**config.mk**
```make
export PLATFORM = sky130hd
export DESIGN_NAME = idli_serial_alu
export DESIGN_NICKNAME = d
export VERILOG_FILES = /design/src/rtl/idli_pkg.sv /design/src/rtl/idli_serial_cmp.sv /design/src/rtl/idli_serial_alu.sv
export SDC_FILE = /design/constraint.sdc
export NUM_CORES = 1
export LEC_CHECK = 0
export CORE_ASPECT_RATIO = 1.75
export CORE_UTILIZATION = 54
export DETAILED_ROUTE_END_ITERATION = 8
export PLACE_DENSITY_LB_ADDON = 0.2
export SYNTH_ARGS = -nofsm -noshare
export SYNTH_HDL_FRONTEND = slang
export SYNTH_SLANG_ARGS = --single-unit
```
**constraint.sdc**
```tcl
create_clock -name i_clk -period 7.1 [get_ports i_clk]
set_input_delay 2.13 -clock i_clk [delete_from_list [all_inputs] [get_ports i_clk]]
set_output_delay 2.13 -clock i_clk [all_outputs]
set_load 0.01 [all_outputs]
```
**src/rtl/idli_pkg.sv**
```systemverilog
// Shared idli core types: ALU/compare opcodes, serial slice FSM states and defaults.
package idli_pkg;

    localparam int unsigned SLICE_W_DFLT = 4;
    localparam int unsigned DATA_W_DFLT  = 16;

    typedef enum logic [1:0] {
        ALU_OP_ADD = 2'd0,
        ALU_OP_AND = 2'd1,
        ALU_OP_OR  = 2'd2,
        ALU_OP_XOR = 2'd3
    } alu_op_t;

    typedef enum logic [1:0] {
        CMP_OP_EQ = 2'd0,
        CMP_OP_NE = 2'd1,
        CMP_OP_LT = 2'd2,
        CMP_OP_GE = 2'd3
    } cmp_op_t;

    typedef enum logic {
        SLICE_IDLE = 1'b0,
        SLICE_RUN  = 1'b1
    } slice_state_t;

    // Operation controls captured when an operation is accepted.
    typedef struct packed {
        alu_op_t alu_op;
        logic    rhs_inv;
        cmp_op_t cmp_op;
        logic    cmp_sign;
    } slice_ctrl_t;

endpackage

```
**src/rtl/idli_serial_cmp.sv**
```systemverilog
// Slice-serial comparator: accumulates equality and less-than from LSB slice upward,
// treating the MSB slice as signed when requested; verdict registered on the last slice.
module idli_serial_cmp
    import idli_pkg::*;
#(
    parameter int unsigned SLICE_W = SLICE_W_DFLT
) (
    input  logic               i_clk,
    input  logic               i_rst,
    input  logic               i_vld,
    input  logic               i_first,
    input  logic               i_last,
    input  cmp_op_t            i_cmp_op,
    input  logic               i_cmp_sign,
    input  logic [SLICE_W-1:0] i_lhs,
    input  logic [SLICE_W-1:0] i_rhs,
    output logic               o_cmp
);

    logic eq_q, eq_d;
    logic lt_q, lt_d;
    logic cmp_q, cmp_d;
    logic slice_eq;
    logic slice_lt;

    always_ff @(posedge i_clk or posedge i_rst) begin
        if (i_rst) begin
            eq_q  <= 1'b0;
            lt_q  <= 1'b0;
            cmp_q <= 1'b0;
        end else begin
            eq_q  <= eq_d;
            lt_q  <= lt_d;
            cmp_q <= cmp_d;
        end
    end

    // Higher slices override lower ones unless they are equal.
    always_comb begin
        eq_d     = eq_q;
        lt_d     = lt_q;
        cmp_d    = 1'b0;
        slice_eq = (i_lhs == i_rhs);
        if (i_last && i_cmp_sign) begin
            slice_lt = ($signed(i_lhs) < $signed(i_rhs));
        end else begin
            slice_lt = (i_lhs < i_rhs);
        end
        if (i_vld) begin
            eq_d = slice_eq & (i_first | eq_q);
            lt_d = slice_lt | (slice_eq & ~i_first & lt_q);
            if (i_last) begin
                case (i_cmp_op)
                    CMP_OP_EQ: cmp_d = eq_d;
                    CMP_OP_NE: cmp_d = ~eq_d;
                    CMP_OP_LT: cmp_d = lt_d;
                    CMP_OP_GE: cmp_d = ~lt_d;
                    default:   cmp_d = 1'b0;
                endcase
            end
        end
    end

    assign o_cmp = cmp_q;

endmodule

```
**src/rtl/idli_serial_alu.sv**
```systemverilog
// Bit-serial ALU/comparator: one SLICE_W slice per cycle, LSB first, result one cycle later,
// with compare verdict and carry/overflow flags pulsed alongside the final result slice.
module idli_serial_alu
    import idli_pkg::*;
#(
    parameter int unsigned SLICE_W = SLICE_W_DFLT,
    parameter int unsigned DATA_W  = DATA_W_DFLT
) (
    input  logic               i_clk,
    input  logic               i_rst,
    input  logic               i_start,
    input  alu_op_t            i_alu_op,
    input  logic               i_alu_rhs_inv,
    input  cmp_op_t            i_cmp_op,
    input  logic               i_cmp_sign,
    input  logic [SLICE_W-1:0] i_lhs,
    input  logic [SLICE_W-1:0] i_rhs,
    output logic               o_busy,
    output logic [SLICE_W-1:0] o_res,
    output logic               o_res_vld,
    output logic               o_cmp,
    output logic               o_cmp_vld,
    output logic               o_cout,
    output logic               o_ovf
);

    localparam int unsigned NUM_SLICES = DATA_W / SLICE_W;
    localparam int unsigned CNT_W      = (NUM_SLICES > 1) ? $clog2(NUM_SLICES) : 1;
    localparam int unsigned SUM_W      = SLICE_W + 1;
    localparam logic [CNT_W-1:0] LAST_IDX = CNT_W'(NUM_SLICES - 1);

    if (((DATA_W % SLICE_W) != 0) || ((DATA_W / SLICE_W) < 2)) begin : g_param_check
        $error("idli_serial_alu: DATA_W must be a multiple of SLICE_W with at least two slices");
    end

    slice_state_t       state_q, state_d;
    logic [CNT_W-1:0]   cnt_q, cnt_d;
    logic               carry_q, carry_d;
    slice_ctrl_t        ctrl_q, ctrl_d;
    logic [SLICE_W-1:0] res_q, res_d;
    logic               res_vld_q, res_vld_d;
    logic               cmp_vld_q, cmp_vld_d;
    logic               cout_q, cout_d;
    logic               ovf_q, ovf_d;

    slice_ctrl_t        ctrl_in;
    slice_ctrl_t        ctrl_cur;
    logic               accept;
    logic               proc;
    logic               last;
    logic               carry_in;
    logic               c_into_msb;
    logic [SLICE_W-1:0] rhs_eff;
    logic [SLICE_W-1:0] slice_res;
    logic [SUM_W-1:0]   sum;

    assign ctrl_in  = '{alu_op: i_alu_op, rhs_inv: i_alu_rhs_inv,
                        cmp_op: i_cmp_op, cmp_sign: i_cmp_sign};
    assign accept   = (state_q == SLICE_IDLE) && i_start;
    assign proc     = accept || (state_q == SLICE_RUN);
    assign last     = (state_q == SLICE_RUN) && (cnt_q == LAST_IDX);
    // Slice 0 runs in the accept cycle, before the controls are latched.
    assign ctrl_cur = accept ? ctrl_in : ctrl_q;

    always_ff @(posedge i_clk or posedge i_rst) begin
        if (i_rst) begin
            state_q   <= SLICE_IDLE;
            cnt_q     <= '0;
            carry_q   <= 1'b0;
            ctrl_q    <= '0;
            res_q     <= '0;
            res_vld_q <= 1'b0;
            cmp_vld_q <= 1'b0;
            cout_q    <= 1'b0;
            ovf_q     <= 1'b0;
        end else begin
            state_q   <= state_d;
            cnt_q     <= cnt_d;
            carry_q   <= carry_d;
            ctrl_q    <= ctrl_d;
            res_q     <= res_d;
            res_vld_q <= res_vld_d;
            cmp_vld_q <= cmp_vld_d;
            cout_q    <= cout_d;
            ovf_q     <= ovf_d;
        end
    end

    always_comb begin
        state_d = state_q;
        cnt_d   = cnt_q;
        case (state_q)
            SLICE_IDLE: begin
                if (i_start) begin
                    state_d = SLICE_RUN;
                    cnt_d   = CNT_W'(1);
                end
            end
            SLICE_RUN: begin
                if (cnt_q == LAST_IDX) begin
                    state_d = SLICE_IDLE;
                    cnt_d   = '0;
                end else begin
                    cnt_d = cnt_q + CNT_W'(1);
                end
            end
            default: begin
                state_d = SLICE_IDLE;
                cnt_d   = '0;
            end
        endcase
    end

    always_comb begin
        ctrl_d     = ctrl_q;
        carry_d    = carry_q;
        res_d      = '0;
        res_vld_d  = 1'b0;
        cmp_vld_d  = 1'b0;
        cout_d     = 1'b0;
        ovf_d      = 1'b0;
        rhs_eff    = ctrl_cur.rhs_inv ? ~i_rhs : i_rhs;
        carry_in   = accept ? i_alu_rhs_inv : carry_q;
        sum        = SUM_W'(i_lhs) + SUM_W'(rhs_eff) + SUM_W'(carry_in);
        c_into_msb = i_lhs[SLICE_W-1] ^ rhs_eff[SLICE_W-1] ^ sum[SLICE_W-1];
        case (ctrl_cur.alu_op)
            ALU_OP_ADD: slice_res = sum[SLICE_W-1:0];
            ALU_OP_AND: slice_res = i_lhs & rhs_eff;
            ALU_OP_OR:  slice_res = i_lhs | rhs_eff;
            ALU_OP_XOR: slice_res = i_lhs ^ rhs_eff;
            default:    slice_res = '0;
        endcase
        if (accept) begin
            ctrl_d = ctrl_in;
        end
        if (proc) begin
            res_d     = slice_res;
            res_vld_d = 1'b1;
            if (ctrl_cur.alu_op == ALU_OP_ADD) begin
                carry_d = sum[SLICE_W];
            end
        end
        if (last) begin
            cmp_vld_d = 1'b1;
            if (ctrl_cur.alu_op == ALU_OP_ADD) begin
                cout_d = sum[SLICE_W];
                ovf_d  = c_into_msb ^ sum[SLICE_W];
            end
        end
    end

    idli_serial_cmp #(
        .SLICE_W (SLICE_W)
    ) u_cmp (
        .i_clk      (i_clk),
        .i_rst      (i_rst),
        .i_vld      (proc),
        .i_first    (accept),
        .i_last     (last),
        .i_cmp_op   (ctrl_cur.cmp_op),
        .i_cmp_sign (ctrl_cur.cmp_sign),
        .i_lhs      (i_lhs),
        .i_rhs      (i_rhs),
        .o_cmp      (o_cmp)
    );

    assign o_busy    = (state_q == SLICE_RUN);
    assign o_res     = res_q;
    assign o_res_vld = res_vld_q;
    assign o_cmp_vld = cmp_vld_q;
    assign o_cout    = cout_q;
    assign o_ovf     = ovf_q;

endmodule
```
# Word-level counts from Yosys, hierarchy flattened

Cells that the tools add are included.

Bits in registers: 21

Add/sub/neg operators: 3
Magnitude comparators: 2
Equal/unequal tests: 9
Multiplexer cells: 21
Bitwise gates (word level): 16
Reduce and logical (&&, ||, !) cells: 7

Operators by type and width:

| operator                                                        | number |
|---|---|
| 4-bit one-hot mux with 4 select lines                           | 1 |
| 1-bit 2-to-1 mux                                                | 12 |
| 2-bit == test, second input constant                            | 5 |
| 4-bit less-than comparator                                      | 2 |
| 4-bit 2-to-1 mux                                                | 2 |
| 6-bit 2-to-1 mux                                                | 1 |
| 4-bit by 4-bit adder with 5-bit output                          | 1 |
| 5-bit by 1-bit adder with 5-bit output                          | 1 |
| 4-bit bitwise AND                                               | 1 |
| 2-bit by 1-bit == test with 1-bit output, second input constant | 2 |
| 4-bit == test                                                   | 1 |
| 2-bit logical NOT                                               | 2 |
| 2-bit 2-to-1 mux                                                | 2 |
| 1-bit inverter                                                  | 4 |
| 4-bit inverter                                                  | 1 |
| 4-bit bitwise OR                                                | 1 |
| 1-bit one-hot mux with 4 select lines                           | 1 |
| 2-bit one-hot mux with 2 select lines                           | 1 |
| 4-bit bitwise XOR                                               | 1 |
| 1-bit bitwise AND                                               | 3 |
| 1-bit logical AND                                               | 3 |
| 1-bit bitwise XOR                                               | 3 |
| 2-bit by 1-bit adder with 2-bit output, second input constant   | 1 |
| 2-bit inequality test, second input constant                    | 1 |
| other kinds (4)                                                 | 5 |

# Logic depth before layout (Yosys ltp)

Gate-level depths: netlist of the first run.

Depth after elaboration: 10
Gate-level depth with buffers: 11
Depth with buffers taken out: 11

# Modules after synthesis

From an unflattened synthesis of the first run, not the netlist that was laid out.

Cells, all modules: 143
Area, all modules: 1420.1 µm²

By module, submodules not included:

| module          | instances | cells each | area each (µm²) | sequential area each (µm²) |
|---|---|---|---|---|
| idli_serial_alu | 1         | 107        | 1124.8          | 450.4 |
| idli_serial_cmp | 1         | 36         | 295.3           | 75.1 |

# Worst setup path after synthesis of the first run

No wires, ideal clock.

Path kind: input to register
Start point: input i_start
End point: register ovf_q, in the netlist o_ovf
Library setup time: 0.139 ns
Arrival time: 4.242 ns
Required time: 6.961 ns
Slack: 2.720 ns
Cell stages on the path: 10
Buffers on the path: 0
Cell sequence: and2b_1 nand2_1 a21boi_2 xnor2_1 fa_1 fa_1 a21o_1 a21oi_1 xnor2_1 nor3_1

Longest elaborated chain between the ends: 9
Elaborated cells on any way between the ends: 12
Those cells by class: add/sub: 2; mux: 5; bitwise: 3; reduce/logical: 2

Ends and longest elaborated chain:

| item                                   | RTL line               | text |
|---|---|---|
| start: declaration                     | idli_serial_alu.sv:11  | `input logic i_start,` |
| 1-bit logical AND *                    | idli_serial_alu.sv:59  | `assign accept = (state_q == SLICE_IDLE) && i_start;` |
| 6-bit 2-to-1 mux                       | n/a                    |  |
| 4-bit 2-to-1 mux                       | idli_serial_alu.sv:122 | `rhs_eff = ctrl_cur.rhs_inv ? ~i_rhs : i_rhs;` |
| 4-bit by 4-bit adder with 5-bit output | idli_serial_alu.sv:124 | `sum = SUM_W'(i_lhs) + SUM_W'(rhs_eff) + SUM_W'(carry_in);` |
| 5-bit by 1-bit adder with 5-bit output | idli_serial_alu.sv:124 |  |
| 1-bit bitwise XOR                      | idli_serial_alu.sv:125 | `c_into_msb = i_lhs[SLICE_W-1] ^ rhs_eff[SLICE_W-1] ^ sum[SLICE_W-1];` |
| 1-bit bitwise XOR                      | idli_serial_alu.sv:147 | `ovf_d = c_into_msb ^ sum[SLICE_W];` |
| 1-bit 2-to-1 mux *                     | idli_serial_alu.sv:145 | `if (ctrl_cur.alu_op == ALU_OP_ADD) begin` |
| 1-bit 2-to-1 mux *                     | idli_serial_alu.sv:143 | `if (last) begin` |
| net ovf_d                              | idli_serial_alu.sv:44  | `logic ovf_q, ovf_d;` |
| end signal: assignment                 | idli_serial_alu.sv:85  | `ovf_q <= ovf_d;` |
| end: declaration                       | idli_serial_alu.sv:44  |  |

The timed path passes the listed nets; every way through them passes the cells marked *.
A chain may end at the register's enable or synchronous reset.

# Worst setup path after layout of the first run

Start point: input i_start
End point: register res_q[3], in the netlist o_res[3]

Longest elaborated chain between the ends: 7
Elaborated cells on any way between the ends: 16
Those cells by class: add/sub: 2; eq/ne: 3; mux: 5; bitwise: 3; reduce/logical: 3

Ends and longest elaborated chain:

| item                                   | RTL line               | text |
|---|---|---|
| 1-bit logical AND *                    | idli_serial_alu.sv:59  |  |
| 6-bit 2-to-1 mux                       | n/a                    |  |
| 4-bit 2-to-1 mux                       | idli_serial_alu.sv:122 |  |
| 4-bit by 4-bit adder with 5-bit output | idli_serial_alu.sv:124 |  |
| 5-bit by 1-bit adder with 5-bit output | idli_serial_alu.sv:124 |  |
| 4-bit one-hot mux with 4 select lines  | idli_serial_alu.sv:126 | `case (ctrl_cur.alu_op)` |
| 4-bit 2-to-1 mux *                     | idli_serial_alu.sv:136 | `if (proc) begin` |
| net res_d[3]                           | idli_serial_alu.sv:40  | `logic [SLICE_W-1:0] res_q, res_d;` |
| end signal: assignment                 | idli_serial_alu.sv:81  | `res_q <= res_d;` |
| end: declaration                       | idli_serial_alu.sv:40  |  |

Marks and branches as above.

==> results of run 1 <==
-- area by class of cell --
type	count	area share
Clock buffer	4	0.0277
Inverter	17	0.0408
Multi-Input combinational cell	90	0.428
Sequential cell	21	0.324
Tap cell	25	0.0193
Timing Repair Buffer	26	0.160
-- worst paths after layout --
path / to / slack (ns) / start
setup / recovery: o_res[3]$_DFF_PP0_ / 2.06 / i_start
setup reg to reg: o_res[3]$_DFF_PP0_ / 3.90 / o_busy$_DFF_PP0_
hold reg to reg: cnt_q[0]$_DFFE_PP0P_ / 0.51 / cnt_q[0]$_DFFE_PP0P_
hold / removal: cnt_q[0]$_DFFE_PP0P_ / 0.51 / cnt_q[0]$_DFFE_PP0P_
min in group asynchronous: carry_q$_DFFE_PP0P_ / 2.33 / i_rst
max in group asynchronous: o_res[3]$_DFF_PP0_ / 4.29 / i_rst
-- power breakdown --
| part | internal, mW | switching (mW) | total [mW] |
|---|---|---|---|
| logic | 0.168 | 0.188 | 0.356 |
| registers | 0.170 | 0.0267 | 0.197 |
| clock network | 0.0400 | 0.0370 | 0.0769 |
| total | 0.378 | 0.252 | 0.630 |
-- cells by family after synthesis --
| family | share of synthesized area |
|---|---|
| simple gates | 0.123 |
| compound gates | 0.151 |
| mux | 0.0645 |
| buf+inv | 0.0597 |
| flops | 0.405 |
| xor+xnor | 0.0405 |
| fa+ha+maj | 0.156 |
-- metal layers --
layer | up-vias | track usage | wire, um
met3 | 6 | 0.0300 | 103
met5 | - | 0 | 0
li1 | 502 | - | -
met1 | 514 | 0.237 | 962
met4 | 0 | 0.0819 | 48
met2 | 38 | 0.481 | 1620
-- state kept, by name, indices dropped and copies added, names as in the netlist --
register / count
o_busy: 1
u_cmp.eq_q: 1
o_res: 4
o_cout: 1
cnt_q: 2
o_res_vld: 1
u_cmp.lt_q: 1
ctrl_q: 6
o_ovf: 1
carry_q: 1
o_cmp_vld: 1
u_cmp.o_cmp: 1
-- synthesized netlist by cell type, types with 2 or more instances --
master / n
dfrtp_1: 21
inv_1: 16
nand2_1: 14
ha_1: 13
nor2_1: 9
a21oi_1: 7
o21ai_0: 7
mux2i_1: 5
xnor2_1: 5
a221oi_1: 3
a21o_1: 2
fa_1: 2
nand2b_1: 2
nor3_1: 2
-- stage by stage --
step | hold slack, ns | std cells
final | 0.513 | 183
after global routing | 0.537 | 183
after detailed placement | 0.494 | 179
after floorplan | 0.459 | 129
after CTS | 0.511 | 183
after global placement | 0.479 | 179
==> out/results.ini, run 1 <==
[status]
status = completed

[sta]
slew_viol_final = 0
layout_setup_ws_ns = 2.06
hold_violations = 0
setup_viol = 0
fin_crit_sh = 0.710
rsz0062_at_grt = false
fin_skew_ns = 0.00603
relSlewSlack = 0.485
worst_pin_slew_ns = 0.772
fin_crit_ns = 5.04
fmax_mhz = 198
setup_tns_ns = 0

[route]
route.detailed.drc = 0
drtAntennaViolNets = 0
drt_iter0_markers = 69
wl_um = 2740
post_drt_wl_per_cell_um = 15.0
routed_via_density = 5.79
drt_first_pass_iters = 4
route.vias.total = 1060

[yosys]
synth_top_area_share = 0.405
yosysSeqAreaShare = 0.405
yosys.area.top_type = dfrtp_1
synth_area_sq_um = 1300
ys.flop_type = dfrtp_1
postSynth.asyncResetShare = 1.00
synth_area_leaders = dfrtp_1 (40%), ha_1 (13%), inv_1 (4.6%), nand2_1 (4.0%), mux2i_1 (3.9%)
synth-seq-cells = 21
syn_nets = 161
synth-edff-count = 0
synth_cell_types = 35
avgSynthCellArea_sq_um = 10.1
yosysWarningCount = 0
synthCells = 129

[die]
initial_core_util = 0.571
chipWidth_um = 39.1
die_area_sq_um = 2610
num_rows = 23
dieHeight_um = 66.9
design.core.area_sq_um = 2270
io_pins = 27

[worst_setup_path]
crit_chain = clkdlybuf4s50_1 -> nand2b_1 -> a21boi_2 -> xnor2_1 -> inv_1 -> ha_1 -> a21o_1 -> a21oi_1 -> nor2_1 -> a221o_1 -> a211oi_2
cp_slowest_cell = clkdlybuf4s50_1
end_kind = flip-flop
crit_type = input port to flip-flop
path_max_fanout = 9
required_ns = 7.26
crit_arrival_ns = 5.21
cp.depth = 11
critPathLaunchType = input port
cp_top_family = compound AO/OA/AOI/OAI gates
worst-path-buf-inv = 2
rr_worst_depth = 10
cpPeakStageDelay_ns = 0.52

[clock_tree]
cts_setup_buffers = 0
cts_tree = done
clk_path_buf_depth = 2
cts.sinks = 21
clk_pin_slew_worst_paths_ns = 0.07
clk_latency_ns = 0.26
cts_root_buf = clkbuf_8
cts_resized = 0
htree_levels = 1
cts_hold_buf = 0
cts_made_buffers = 3

[placed_design]
globalplace.congestion = 0.855
io_buffers = 26
dp.final_hpwl_um = 2300
pre_cts_slack_ns = 1.84
place_area_sq_um = 1580

[finish]
antenna_cells = 0
nets = 191
regArea_sq_um = 526
multi_input_area_sq_um = 696
fillers = 182
final_common_cell = clkdlybuf4s50_1
area_delta_synth_final_pct = 25.0
final_cell_mix = clkdlybuf4s50_1 (26), dfrtp_1 (21), inv_1 (16)
fin_util = 0.714
drive_above_1_share = 0.0506
fin_area_sq_um = 1620

[job]
timing.max_cap.violations = 0

[global_route]
overflow = 0
grt_pass1_vias = 1069
grt_pass1_wl_um = 4350
grt_usage = 0.244
antenna_found_initial = 0
grt_start_max_net_pins = 22

[pwr]
leakage_nw = 0.791
design_power_total_uw = 630
power_density_nw_per_um2 = 388
peakVddDrop_uv = 251

[min_path]
hp-class = flip-flop to flip-flop
whs_path_depth = 1

Note: power is estimated with default switching activity, not from simulation.
==> inputs of run 2 (changes only) <==
--- a/config.mk
+++ b/config.mk
@@ -6,7 +6,7 @@
 export NUM_CORES = 1
 export LEC_CHECK = 0
 export CORE_ASPECT_RATIO = 1.75
-export CORE_UTILIZATION = 54
+export CORE_UTILIZATION = 50
 export DETAILED_ROUTE_END_ITERATION = 8
 export PLACE_DENSITY_LB_ADDON = 0.2
 export SYNTH_ARGS = -nofsm -noshare
==> constraint.sdc (replaced) <==
create_clock -name i_clk -period 5 [get_ports i_clk]
set_input_delay 1.5 -clock i_clk [delete_from_list [all_inputs] [get_ports i_clk]]
set_output_delay 1.5 -clock i_clk [all_outputs]
set_load 0.01 [all_outputs]
==> run 2 against run 1 <==
Setup slack worse by 1.3 ns. Clock power up 43%. First-iteration DRC count down 88%. Cell count up 1.1%. Design area up 0.54%. Power up 43%. Via count up 0.28%. Clock skew down 0.0038 ns. Largest cell class unchanged.
==> out/results.ini, run 2 (synthesized netlist as in run 1, its figures left out) <==
[placed_design]
io_buffers = 26  ; unchanged
globalplace.congestion = 0.823  ; -3.7%
dp.final_hpwl_um = 2290  ; -0.58%

[finish]
multi_input_area_sq_um = 696  ; unchanged
area_delta_synth_final_pct = 25.7
fillers = 225  ; +24%
final_cell_mix = clkdlybuf4s50_1 (26), dfrtp_1 (21), inv_1 (16)
regArea_sq_um = 526  ; unchanged
regMostFlops = ctrl_q
fin_util = 0.663  ; -0.0513
antenna_cells = 0  ; unchanged
drive_above_1_share = 0.0566  ; +0.00597
final_common_cell = clkdlybuf4s50_1
nets = 192  ; +0.52%
largest_reg_flops = 6  ; unchanged

[die]
design.core.area_sq_um = 2460  ; +8.3%
dieHeight_um = 69.4  ; +3.8%
chipWidth_um = 40.5  ; +3.7%
io_pins = 27  ; unchanged
initial_core_util = 0.527  ; -0.0438
die_area_sq_um = 2810  ; +7.7%
num_rows = 24  ; +4.3%

[route]
routed_via_density = 5.75  ; -0.80%
post_drt_wl_per_cell_um = 15.2  ; +1.6%
drt_first_pass_iters = 4  ; unchanged
route.vias.total = 1063  ; +0.28%
wl_met2_um = 1600  ; -1.7%
wl_um = 2810  ; +2.7%
highest_layer = met4
drt_iter0_markers = 8  ; -88%
wl_met1_um = 1040  ; +8.5%
route.detailed.drc = 0  ; unchanged
wl_met3_um = 116  ; +13%
drtAntennaViolNets = 0  ; unchanged

[sta]
fmax_mhz = 234
fin_crit_ns = 4.28
worst_pin_slew_ns = 0.791  ; +0.0195 ns
holdWs_ns = 0.521  ; +0.00851 ns
setup_tns_ns = 0  ; unchanged
hold_violations = 0  ; unchanged
fin_crit_sh = 0.855
setup_viol = 0  ; unchanged
fin_skew_ns = 0.00228  ; -0.00376 ns
slew_viol_final = 0  ; unchanged
rsz0062_at_grt = false
relSlewSlack = 0.472  ; -0.0130

[worst_setup_path]
critPathLaunchType = input port
end_kind = flip-flop
path_max_fanout = 5  ; -4
crit_type = input port to flip-flop
crit_arrival_ns = 4.40  ; -0.81 ns
required_ns = 5.12  ; -2.14 ns

[clock_tree]
clk_path_buf_depth = 2  ; unchanged
cts_resized = 0  ; unchanged
cts_tree = done
cts_setup_buffers = 0  ; unchanged
cts_made_buffers = 3  ; unchanged
cts.sinks = 21  ; unchanged
clk_latency_ns = 0.25  ; about the same
cts_root_buf = clkbuf_8
cts_hold_buf = 0  ; unchanged
htree_levels = 1  ; unchanged
clk_pin_slew_worst_paths_ns = 0.08  ; about the same

[pwr]
design_power_total_uw = 900  ; +43%
leakage_nw = 0.796  ; +0.55%
peakVddDrop_uv = 270  ; +7.7%
power_density_nw_per_um2 = 551  ; +42%

[global_route]
grt_usage = 0.239  ; -0.00526
grt_pass1_vias = 1144  ; +7.0%
grt_pass1_wl_um = 4820  ; +11%
overflow = 0  ; unchanged
antenna_found_initial = 0  ; unchanged
grt_start_max_net_pins = 22  ; unchanged

[min_path]
hp-class = flip-flop to flip-flop

[job]
timing.max_cap.violations = 0  ; unchanged

[status]
status = completed

==> run 2: cell types whose count changed in the layout (fill, tap and decap cells not counted) <==
cell / change
buf_4: +1
==> run 2: area by class of cell <==
cell class,instances,area share
Clock buffer,4,0.0276
Inverter,17,0.0406
Multi-Input combinational cell,90,0.426
Sequential cell,21,0.322
Tap cell,26,0.0199
Timing Repair Buffer,27,0.164
==> run 2: final timing paths <==
path / from / endpoint / slack [ns] / cells after the start
worst max-delay path: i_start / o_ovf$_DFF_PP0_ / 0.72 / 11
max in group asynchronous: i_rst / u_cmp.eq_q$_DFFE_PP0P_ / 2.81 / 2
worst max register to register: o_busy$_DFF_PP0_ / o_ovf$_DFF_PP0_ / 1.95 / 10
min in group asynchronous: i_rst / ctrl_q[4]$_DFF_PP0_ / 1.69 / 2
worst min-delay path: cnt_q[1]$_DFFE_PP0P_ / cnt_q[1]$_DFFE_PP0P_ / 0.52 / 1
worst min register to register: cnt_q[1]$_DFFE_PP0P_ / cnt_q[1]$_DFFE_PP0P_ / 0.52 / 1
==> run 2: metal layers <==
| metal | up-vias | track usage |
|---|---|---|
| met5 | - | 0 |
| met4 | 0 | 0.0926 |
| met3 | 6 | 0.0192 |
| met2 | 36 | 0.416 |
| met1 | 515 | 0.274 |
| li1 | 506 | - |
==> run 2: power by group <==
group	internal (mW)	switching (mW)
Combinational	0.241	0.273
Sequential	0.241	0.0343
Clock	0.0567	0.0536
Total	0.539	0.361
==> run 2: per-stage QoR <==
stage | setup slack, ns | area [sq um] | instances
finish | 0.723 | 1630 | 185
global route | 0.569 | 1630 | 185
CTS | 0.733 | 1630 | 185
detailed placement | 0.506 | 1590 | 181
global placement | 0.628 | 1590 | 181
floorplan | 1.25 | 1300 | 129
==> run 2: worst max-delay path, stage by stage <==
cell and delay (ns):
clkdlybuf4s50_1 0.46, and2b_1 0.24, nand2_1 0.10, a21boi_2 0.30, xnor2_1 0.18, fa_1 0.46
fa_1 0.43, a21o_1 0.19, a21oi_1 0.31, xnor2_1 0.17, nor3_1 0.06
==> inputs of run 3 (changes only) <==
--- a/config.mk
+++ b/config.mk
@@ -8,6 +8,7 @@
 export CORE_ASPECT_RATIO = 1.75
 export CORE_UTILIZATION = 50
 export DETAILED_ROUTE_END_ITERATION = 8
+export GPL_TIMING_DRIVEN = 0
 export PLACE_DENSITY_LB_ADDON = 0.2
 export SYNTH_ARGS = -nofsm -noshare
 export SYNTH_HDL_FRONTEND = slang
==> run 3 against run 2 <==
Combinational power is 3.9% lower. Largest power group unchanged. Wire length is 13% lower. Critical endpoint unchanged. Flip-flop and latch count stayed put. Highest routed layer unchanged. Clock skew is 0.00071 ns higher. Non-clock buffer count stayed put.
==> out/results.ini, run 3 (synthesized netlist as in run 1, its figures left out) <==
[clock_tree]
cts_resized = 0  ; unchanged
cts_root_buf = clkbuf_8
clk_pin_slew_worst_paths_ns = 0.07  ; about the same
cts_setup_buffers = 0  ; unchanged
cts_hold_buf = 0  ; unchanged
htree_levels = 1  ; unchanged
clk_latency_ns = 0.25  ; about the same
cts_tree = done
cts.sinks = 21  ; unchanged
clk_path_buf_depth = 2  ; unchanged
cts_made_buffers = 3  ; unchanged

[die]
initial_core_util = 0.527  ; unchanged
dieHeight_um = 69.4  ; unchanged
die_area_sq_um = 2810  ; unchanged
chipWidth_um = 40.5  ; unchanged
io_pins = 27  ; unchanged
num_rows = 24  ; unchanged
design.core.area_sq_um = 2460  ; unchanged

[route]
drt_first_pass_iters = 4  ; unchanged
post_drt_wl_per_cell_um = 13.2  ; -13%
route.detailed.drc = 0  ; unchanged
wl_um = 2450  ; -13%
drtAntennaViolNets = 0  ; unchanged
route.vias.total = 1035  ; -2.6%
drt_iter0_markers = 12  ; +4
routed_via_density = 5.59  ; -2.6%

[worst_setup_path]
crit_chain = clkdlybuf4s50_1 -> and2b_1 -> nand2_1 -> a21boi_2 -> xnor2_1 -> fa_1 -> fa_1 -> a21o_1 -> a21oi_1 -> xnor2_1 -> nor3_1
crit_arrival_ns = 4.42  ; +0.02 ns
r2r_end = o_ovf$_DFF_PP0_
reg2reg_setup_slack_ns = 1.92  ; -0.03 ns
rr_worst_depth = 10  ; unchanged
cp.depth = 11  ; unchanged
required_ns = 5.12  ; about the same
critPathLaunchType = input port
cpPeakStageDelay_ns = 0.47  ; about the same
path_max_fanout = 5  ; unchanged
cp_top_family = adder cells
endpoint = o_ovf$_DFF_PP0_
cp_slowest_cell = fa_1
end_kind = flip-flop
worst-path-buf-inv = 1  ; unchanged
critPathLaunch = i_start
crit_type = input port to flip-flop
r2r-start = o_busy$_DFF_PP0_

[finish]
drive_above_1_share = 0.0566  ; unchanged
fillers = 221  ; -1.8%
regMostFlops = ctrl_q
final_common_cell = clkdlybuf4s50_1
final_cell_mix = clkdlybuf4s50_1 (26), dfrtp_1 (21), inv_1 (16)
nets = 192  ; unchanged
antenna_cells = 0  ; unchanged
area_delta_synth_final_pct = 26.0
largest_reg_flops = 6  ; unchanged

[placed_design]
globalplace.congestion = 0.764  ; -7.1%
io_buffers = 26  ; unchanged
dp.final_hpwl_um = 2060  ; -9.9%

[sta]
hold_violations = 0  ; unchanged
fin_skew_ns = 0.00299  ; +0.000711 ns
fin_crit_ns = 4.30  ; +0.0237 ns
fmax_mhz = 233  ; -0.55%
slew_viol_final = 0  ; unchanged
relSlewSlack = 0.488  ; +0.0157
worst_pin_slew_ns = 0.768  ; -0.0235 ns
fin_crit_sh = 0.860  ; +0.00474
setup_tns_ns = 0  ; unchanged
rsz0062_at_grt = false
setup_viol = 0  ; unchanged

[global_route]
grt_start_max_net_pins = 22  ; unchanged
overflow = 0  ; unchanged
grt_pass1_wl_um = 4420  ; -8.2%
antenna_found_initial = 0  ; unchanged
grt_pass1_vias = 1103  ; -3.6%
grt_usage = 0.218  ; -0.0210

[status]
status = completed

[pwr]
peakVddDrop_uv = 274  ; +1.5%
power_density_nw_per_um2 = 536  ; -2.7%
design_power_total_uw = 878  ; -2.5%
leakage_nw = 0.797  ; +0.21%

[job]
timing.max_cap.violations = 0  ; unchanged

[min_path]
hp-class = flip-flop to flip-flop

[run 3: worst min path at each step]
stage,start,to,slack (ns),cells after the start
after global routing,cnt_q[1]$_DFFE_PP0P_,cnt_q[1]$_DFFE_PP0P_,0.53,1
after detailed placement,cnt_q[1]$_DFFE_PP0P_,cnt_q[1]$_DFFE_PP0P_,0.50,1
after CTS,u_cmp.eq_q$_DFFE_PP0P_,u_cmp.eq_q$_DFFE_PP0P_,0.52,2
after floorplan,u_cmp.eq_q$_DFFE_PP0P_,u_cmp.eq_q$_DFFE_PP0P_,0.46,2
after global placement,u_cmp.eq_q$_DFFE_PP0P_,u_cmp.eq_q$_DFFE_PP0P_,0.48,2
final,cnt_q[1]$_DFFE_PP0P_,cnt_q[1]$_DFFE_PP0P_,0.51,1
[run 3: power by group]
group	switching, mW	total (mW)	internal, mW
Clock	0.0511	0.108	0.0566
Sequential	0.0342	0.276	0.241
Combinational	0.255	0.494	0.239
Total	0.340	0.878	0.537
[run 3: through the flow]
stage	hold slack, ns	cell area (sq um)	std cells	util	setup slack (ns)
2_1_floorplan	0.459	1300	129	-	1.25
5_1_grt	0.534	1640	185	0.665	0.515
4_1_cts	0.517	1640	185	0.665	0.676
3_3_place_gp	0.478	1590	181	0.646	0.462
6_report	0.514	1640	185	0.665	0.699
3_5_place_dp	0.498	1590	181	0.646	0.426
[run 3: final cells by class]
class                   instances  area [sq um]  area share
clock buffers                   4          45.0      0.0275
repair buffers                 26           260       0.159
plain buffers                   1          11.3     0.00688
well taps                      26          32.5      0.0199
flip-flops and latches         21           526       0.321
inverters                      17          66.3      0.0405
multi-input cells              90           696       0.425
[run 3: worst register-to-register path, cell delays in order (launching register included)]
cell      delay, ns
dfrtp_1        0.45
and2b_1        0.27
nand2_1        0.12
a21boi_2       0.33
xnor2_1        0.21
fa_1           0.47
fa_1           0.42
a21o_1         0.18
a21oi_1        0.27
xnor2_1        0.16
nor3_1         0.06
[run 3: routing by layer]
| layer | GRT usage | wire [um] | up-vias | part of all wire |
|---|---|---|---|---|
| met5 | 0 | 0 | - | 0 |
| met4 | 0.104 | 71 | 0 | 0.029 |
| met3 | 0.0288 | 90 | 6 | 0.037 |
| met2 | 0.374 | 1370 | 29 | 0.56 |
| met1 | 0.239 | 918 | 498 | 0.37 |
| li1 | - | - | 502 | - |
==> variant, RTL diff (settings of run 1) <==
`DATA_W_DFLT`: 16 -> 32.
--- a/src/rtl/idli_pkg.sv
+++ b/src/rtl/idli_pkg.sv
@@ -4,3 +4,3 @@
     localparam int unsigned SLICE_W_DFLT = 4;
-    localparam int unsigned DATA_W_DFLT  = 16;
+    localparam int unsigned DATA_W_DFLT  = 32;
 
Check against the original RTL: not equivalent (a bounded check fails within 10 cycles, from zero or initial values and one cycle with i_rst high).
==> variant against run 1 <==
Sequential share of layout area up 0.26 points. Routed wire length up 2.0%. Sequential cell count increased by 1. Total power grew 8.6%. Synthesized area rose by 6.1%. Cell count decreased by 0.55%. Register-to-register slack gained 0.34 ns. Final area is 3.9% higher. Maximum frequency increased by 4.2%. Worst setup slack better by 0.20 ns.
==> variant: results <==
outcome:
  status: "finished, final reports clean"
setup_path:
  crit_arrival_ns: 4.96
  slowest_delay_ns: 0.57
  path_delay_family: "simple AND/OR/NAND/NOR gates"
  cp_max_fo: 6
power_and_ir_drop:
  peakVddDrop_mv: 0.234
  leakagePower_nw: 0.831
global_routing:
  grt_pass1_wl_um: 4570
  grt_max_degree: 23
  track_usage_pct: 24.3
logic_synthesis:
  synthTopCellsByArea: "dfrtp_1 (40%), ha_1 (13%), inv_1 (4.6%), xnor2_1 (3.8%), nand2_1 (3.5%)"
  synth_nets: 163
  yosys.cell_types.count: 36
  synthTopCellsByCount: "dfrtp_1 (22), inv_1 (17), ha_1 (14)"
  syn_area_per_cell_sq_um: 10.6
  ys_seq_area_share_pct: 40.0
cells_and_area:
  nets: 192
  stdcell_count: 182
  drive_above_1_share_pct: 7.01
routing:
  vias: 1058
  drt_iter0_markers: 21
  routed_wl_um: 2790
sta:
  tightest_slew_ns: 0.808
  fin_skew_ns: 0.00729
placement:
  gp_congestion: 0.765
  dp_hpwl_um: 2270
  placed_cell_area_sq_um: 1650
clock_tree:
  cts_resized: 0
[variant: through the flow]
stage	power, mW	worst slack [ns]	hold WS, ns
after CTS	0.686	2.25	0.480
final	0.684	2.26	0.480
after detailed placement	0.613	2.00	0.463
after global routing	0.738	2.01	0.487
after global placement	0.590	2.09	0.456
after floorplan	0.500	2.87	0.438
[variant: worst reg2reg max path, delay by kind of cell, from the launching register on]
family | cells | cell delay, ns
AND/OR/NAND/NOR | 5 | 0.77
XOR/XNOR | 2 | 0.47
adder cells (fa/ha/maj) | 2 | 0.65
flip-flops | 1 | 0.49
buffers and inverters | 1 | 0.06
AO/OA/AOI/OAI | 2 | 0.30
[variant: path summary, 6_finish.rpt]
kind / cells after the start / end / slack [ns] / start
hold reg to reg: 2 / ctrl_q[0] / 0.48 / ctrl_q[0]
setup reg to reg: 12 / o_ovf / 4.24 / o_busy
hold / removal: 2 / ctrl_q[0] / 0.48 / ctrl_q[0]
setup / recovery: 13 / o_ovf / 2.26 / i_start
max in group asynchronous: 2 / cnt_q[1] / 4.26 / i_rst
min in group asynchronous: 2 / ctrl_q[5] / 2.33 / i_rst
[variant: logic make-up after synthesis]
logic type / Yosys count / synth area share (%)
DFF: 22 / 40.0
buffers and inverters: 19 / 6.27
and+or+nand+nor: 34 / 13.1
xor gates and xnor gates: 7 / 4.45
adders and majority gates: 16 / 15.6
AOI/OAI and AO/OA: 24 / 13.4
muxes: 8 / 7.27
[variant: layout make-up]
class                   instances  area, sq um
multi-input cells              89          741
fillers                       181          672
clock buffers                   3         41.3
inverters                      17         63.8
well taps                      25         31.3
flip-flops and latches         22          551
repair buffers                 26          260
[variant: routing by layer]
metal | part of all wire [%] | wire [um] | global-route usage [%] | vias to the layer above
li1 | - | - | - | 500
met5 | 0 | 0 | 0 | -
met1 | 38 | 1060 | 26.2 | 505
met3 | 4.2 | 116 | 2.88 | 8
met2 | 54 | 1520 | 43.3 | 45
met4 | 3.5 | 98 | 13.3 | 0
[variant: power by group]
part / switching [mW] / internal (mW) / total (mW)
combinational: 0.200 / 0.202 / 0.401
sequential: 0.0302 / 0.179 / 0.209
clock: 0.0359 / 0.0377 / 0.0736
total: 0.266 / 0.418 / 0.684
